===== src/rtl/gate_bank.sv =====
// ---------------------------------------------------------------------------
// gate_bank
//
// Multi-channel N-input logic gate bank. Each channel reduces its INPUTS
// bits with one of four gate functions (NAND / AND / NOR / OR), and the
// whole bank's result is captured in a single-entry output register that
// uses valid/ready flow control. Optional per-channel saturating counters
// count how many accepted results had a 0 on that channel.
//
// Configuration macro:
//   GATE_BANK_CNT_EN  - when defined, the low-result counters, clr_cnt and
//                       cnt_out are active. When undefined, the counter logic
//                       is removed, cnt_out is tied to 0, and clr_cnt/cnt_sel
//                       are ignored.
//
// Parameters:
//   CHANNELS  number of independent gate channels (>= 1)
//   INPUTS    inputs per channel (>= 2)
//   CNT_W     width of each per-channel counter (>= 1)
//   SEL_W     derived counter-select width, $clog2(CHANNELS) with minimum 1
//
// Ports:
//   clk        rising-edge clock
//   rst_n      asynchronous active-low reset
//   in_valid   in_data/mode presented
//   in_ready   bank can accept this cycle
//   in_data    channel c uses bits [c*INPUTS +: INPUTS]
//   mode       gate function: 00 NAND, 01 AND, 10 NOR, 11 OR
//   out_valid  out_y holds an undelivered result
//   out_ready  downstream accepts out_y
//   out_y      registered gate result, bit c = channel c
//   clr_cnt    synchronous clear of all counters
//   cnt_sel    counter select
//   cnt_out    counter of channel cnt_sel (0 for out-of-range selects)
// ---------------------------------------------------------------------------
module gate_bank #(
    parameter int CHANNELS = 2,
    parameter int INPUTS   = 4,
    parameter int CNT_W    = 8,
    localparam int SEL_W   = (CHANNELS > 1) ? $clog2(CHANNELS) : 1
) (
    input  logic                         clk,
    input  logic                         rst_n,
    input  logic                         in_valid,
    output logic                         in_ready,
    input  logic [CHANNELS*INPUTS-1:0]   in_data,
    input  logic [1:0]                   mode,
    output logic                         out_valid,
    input  logic                         out_ready,
    output logic [CHANNELS-1:0]          out_y,
    input  logic                         clr_cnt,
    input  logic [SEL_W-1:0]             cnt_sel,
    output logic [CNT_W-1:0]             cnt_out
);

    localparam logic [1:0] MODE_NAND = 2'b00;
    localparam logic [1:0] MODE_AND  = 2'b01;
    localparam logic [1:0] MODE_NOR  = 2'b10;
    localparam logic [1:0] MODE_OR   = 2'b11;

    logic                accept;
    logic [CHANNELS-1:0] gate_y;

    // The output register has a single entry and no skid buffer, so a new
    // item can only enter when the register is empty or being drained.
    assign in_ready = !out_valid || out_ready;
    assign accept   = in_valid && in_ready;

    // Combinational gate evaluation. This only feeds registers, so there is
    // no path from in_data/mode to any output port.
    always_comb begin
        gate_y = '0;
        for (int c = 0; c < CHANNELS; c++) begin
            logic all_ones;
            logic any_one;
            all_ones = &in_data[c*INPUTS +: INPUTS];
            any_one  = |in_data[c*INPUTS +: INPUTS];
            case (mode)
                MODE_NAND: gate_y[c] = !all_ones;
                MODE_AND:  gate_y[c] = all_ones;
                MODE_NOR:  gate_y[c] = !any_one;
                MODE_OR:   gate_y[c] = any_one;
                default:   gate_y[c] = 1'b0;
            endcase
        end
    end

    // Output register. A drain without a new accept only drops out_valid;
    // out_y keeps its last value so downstream debug views stay stable.
    always_ff @(posedge clk or negedge rst_n) begin
        if (!rst_n) begin
            out_valid <= 1'b0;
            out_y     <= '0;
        end else if (accept) begin
            out_valid <= 1'b1;
            out_y     <= gate_y;
        end else if (out_ready) begin
            out_valid <= 1'b0;
        end
    end

`ifdef GATE_BANK_CNT_EN

    logic [CNT_W-1:0] cnt [CHANNELS];

    // Low-result counters. Clear wins over a simultaneous increment, and a
    // counter already at all-ones stays there instead of wrapping.
    always_ff @(posedge clk or negedge rst_n) begin
        if (!rst_n) begin
            for (int c = 0; c < CHANNELS; c++) begin
                cnt[c] <= '0;
            end
        end else if (clr_cnt) begin
            for (int c = 0; c < CHANNELS; c++) begin
                cnt[c] <= '0;
            end
        end else if (accept) begin
            for (int c = 0; c < CHANNELS; c++) begin
                if (!gate_y[c] && (cnt[c] != {CNT_W{1'b1}})) begin
                    cnt[c] <= cnt[c] + 1'b1;
                end
            end
        end
    end

    // Read mux; a select that does not match any channel reads as 0.
    always_comb begin
        cnt_out = '0;
        for (int c = 0; c < CHANNELS; c++) begin
            if (int'(cnt_sel) == c) begin
                cnt_out = cnt[c];
            end
        end
    end

`else

    logic unused_cnt_inputs;

    assign unused_cnt_inputs = ^{clr_cnt, cnt_sel};
    assign cnt_out           = '0;

`endif

endmodule


===== config.mk =====
export PLATFORM = sky130hd
export DESIGN_NAME = gate_bank
export DESIGN_NICKNAME = d
export VERILOG_FILES = /design/src/rtl/gate_bank.sv
export SDC_FILE = /design/constraint.sdc
export NUM_CORES = 1
export LEC_CHECK = 0
export ABC_AREA = 1
export BUFFER_PORTS_ARGS = -buffer_cell sky130_fd_sc_hd__buf_2
export CAP_MARGIN = 40
export CORE_AREA = 2 2 39 41
export DETAILED_ROUTE_END_ITERATION = 12
export DIE_AREA = 0 0 41 43
export MAX_ROUTING_LAYER = met4
export PLACE_DENSITY = 0.64
export SLEW_MARGIN = 40
export SYNTH_ARGS = -nofsm -noshare
export SYNTH_HDL_FRONTEND = slang
export SYNTH_SLANG_ARGS = --single-unit
export TNS_END_PERCENT = 10

===== constraint.sdc =====
create_clock -name clk -period 2 [get_ports clk]
set_clock_uncertainty 0.1 [all_clocks]
set_input_delay 0.3 -clock clk [delete_from_list [all_inputs] [get_ports clk]]
set_output_delay 0.3 -clock clk [all_outputs]
set_load 0.02 [all_outputs]

==> impl_metrics.yaml <==
finish:
  fin_nets: 93
  layout-drive-gt1-share_pct: 28.95
  diodes: 0
  final_cells: 92
  final_common_cell: "nand2_1"
  final_cell_mix: "nand2_1, buf_2, nor2_1"
  area_delta_synth_final_pct: 34.82
sta:
  fin_crit_ps: 1256
  drv_slew: 0
  hold_viol_final: 0
  tns_ps: 0
  grt_setup_unrepaired: "no"
  setup_ws_ps: 744.1
  setup_viol: 0
  max_freq_mhz: 796.2
  min_period_over_period_pct: 62.80
critical_path:
  worst_ep_required_time_ps: 1600
  crit_type: "flop to output pin"
  cp_slowest_stage_delay_ps: 360
  critPathSlowestCell: "dfrtp_1"
  end_kind: "output pin"
  worst_setup_path_start_kind: "flop"
  worstPathArrival_ps: 860
  path_cells: "nand2_1, buf_2"
  critPathMaxFanout: 3
cts:
  cts_resized: 0
  cts.sinks: 3
  clk_pin_slew_ps: 30
  cts_tree: "yes"
  cts-root-buf: "clkbuf_4"
  htreeDepth: 1
  cts_buffer_depth: 2
  clk_latency_ps: 230
  numCtsBuffers: 3
drt:
  drt_iter0_markers: 4
  routed_via_density: 3.848
  drt-total-wl_um: 571
  drc: 0
  drtAntennaViolNets: 0
  vias: 354
  avgRoutedWirePerCell_um: 6.207
  drtPass1Iterations: 2
power:
  p_leak_nw: 0.2679
  p_seq_share_pct: 28.3
  p_switching_mw: 0.08819
  powerDensity_mw_per_mm2: 625.8
  ir_drop_uv: 183.9
  p_int_mw: 0.1725
  clkPwrFrac_pct: 39.9
  p_comb_share_pct: 31.8
  switching_share_pct: 33.82
synth:
  syn_avg_cell_area_um2: 5.619
  ys_ff_latch: 3
  syn_area_um2: 309.0
  yosysSeqAreaShare_pct: 24.29
  ys_warn_count: 0
  synthCells: 55
  yosysUniqueCellTypes: 11
outcome:
  status: "finished clean"
floorplanning:
  die_area_mm2: 0.001763
  initial_utilization_pct: 22.33
  die_h_um: 43
  rows: 14
  ios: 28
  die_w_um: 41
  core_area_mm2: 0.001384
global_routing:
  grtUsageTotal_pct: 8.857
  grt_overflow_total: 0
  grt_pass1_wl_um: 1014
  grt_max_degree: 7
  antenna_found_initial: 0
  grt_pass1_vias: 300
worst_hold_path:
  min_path_type: "input port to flop"
place:
  place_congestion: 0.6238
  dp_hpwl_um: 506.5
  placed_cells: 87
  port_buffers: 17
  place_ws_ps: 902.3
run:
  cap_viol_max_count: 0
-- worst paths after layout --
kind | startpoint | to | slack [ps] | depth (start not counted)
min in group asynchronous | rst_n | out_y[0] | 300 | 2
hold / removal | out_ready | out_valid | 250 | 4
hold reg to reg | out_y[1] | out_y[1] | 380 | 2
setup reg to reg | out_valid | out_y[0] | 1090 | 4
max in group asynchronous | rst_n | out_valid | 1400 | 2
setup / recovery | out_valid | in_ready | 740 | 2
-- registers in the layout, summed over array words and instances (netlist names) --
signal	count
out_y	2
out_valid	1
-- metrics by stage --
stage	instance area, µm²	hold slack, ps	utilization (%)	power (mW)
after global routing	416.7	261.4	30.11	0.2873
after detailed placement	380.4	-2.343	27.49	0.1567
after global placement	380.4	-3.437	27.49	0.1553
after CTS	416.7	248.6	30.11	0.2650
after floorplan	335.3	-95.59	-	0.1375
final	416.7	248.5	30.11	0.2607
-- repair_timing --
item | 4_1_cts | 5_1_grt
hold buffers | 1 | 0
endpoints found under the hold margin | 3 | 0
setup buffers | 0 | 0
-- Yosys cell counts, drive strengths merged --
cell	number	share of area [%]
inv	7	8.5
conb	1	1.2
nand4	1	2.0
nand3	2	3.2
dfrtp	3	24
nand2	22	28
buf	8	19
nor2	10	12
o21ai	1	1.6
-- cell families after synthesis --
kind of cell / share of synthesized area [%]
and+or+nand+nor: 44.94
buffers and inverters: 27.93
DFF: 24.29
AOI/OAI and AO/OA: 1.618
other: 1.213
-- cell type report --
class | instances | area (µm²)
fill | 170 | 967.2
inverter | 7 | 26.28
sequential | 3 | 75.07
timing repair buffer | 18 | 95.09
clock buffer | 4 | 26.28
tap | 16 | 20.02
multi-input combinational | 44 | 173.9
-- layer usage --
| layer | vias up | GRT usage [%] | routed length, µm |
|---|---|---|---|
| met5 | - | - | 0 |
| met4 | 0 | 8.000 | 13 |
| met3 | 2 | 3.141 | 32 |
| met2 | 12 | 13.44 | 309 |
| met1 | 149 | 8.065 | 215 |
| li1 | 191 | - | - |
-- worst max-delay path, delay by kind of cell, from the launching register on --
kind	cells	cell delay, ps
flip-flops	1	360
buffers and inverters	1	170
AND/OR/NAND/NOR	1	90
-- power by group through the flow --
stage | clock network (mW) | logic (mW) | registers (mW)
5_1_grt | 0.118 | 0.0942 | 0.0749
3_3_place_gp | 0 | 0.0807 | 0.0746
6_report | 0.104 | 0.0829 | 0.0738
4_1_cts | 0.107 | 0.0838 | 0.0740
3_5_place_dp | 0 | 0.0819 | 0.0747
2_1_floorplan | 0 | 0.0522 | 0.0854
Power figures use the tool's default switching activity.
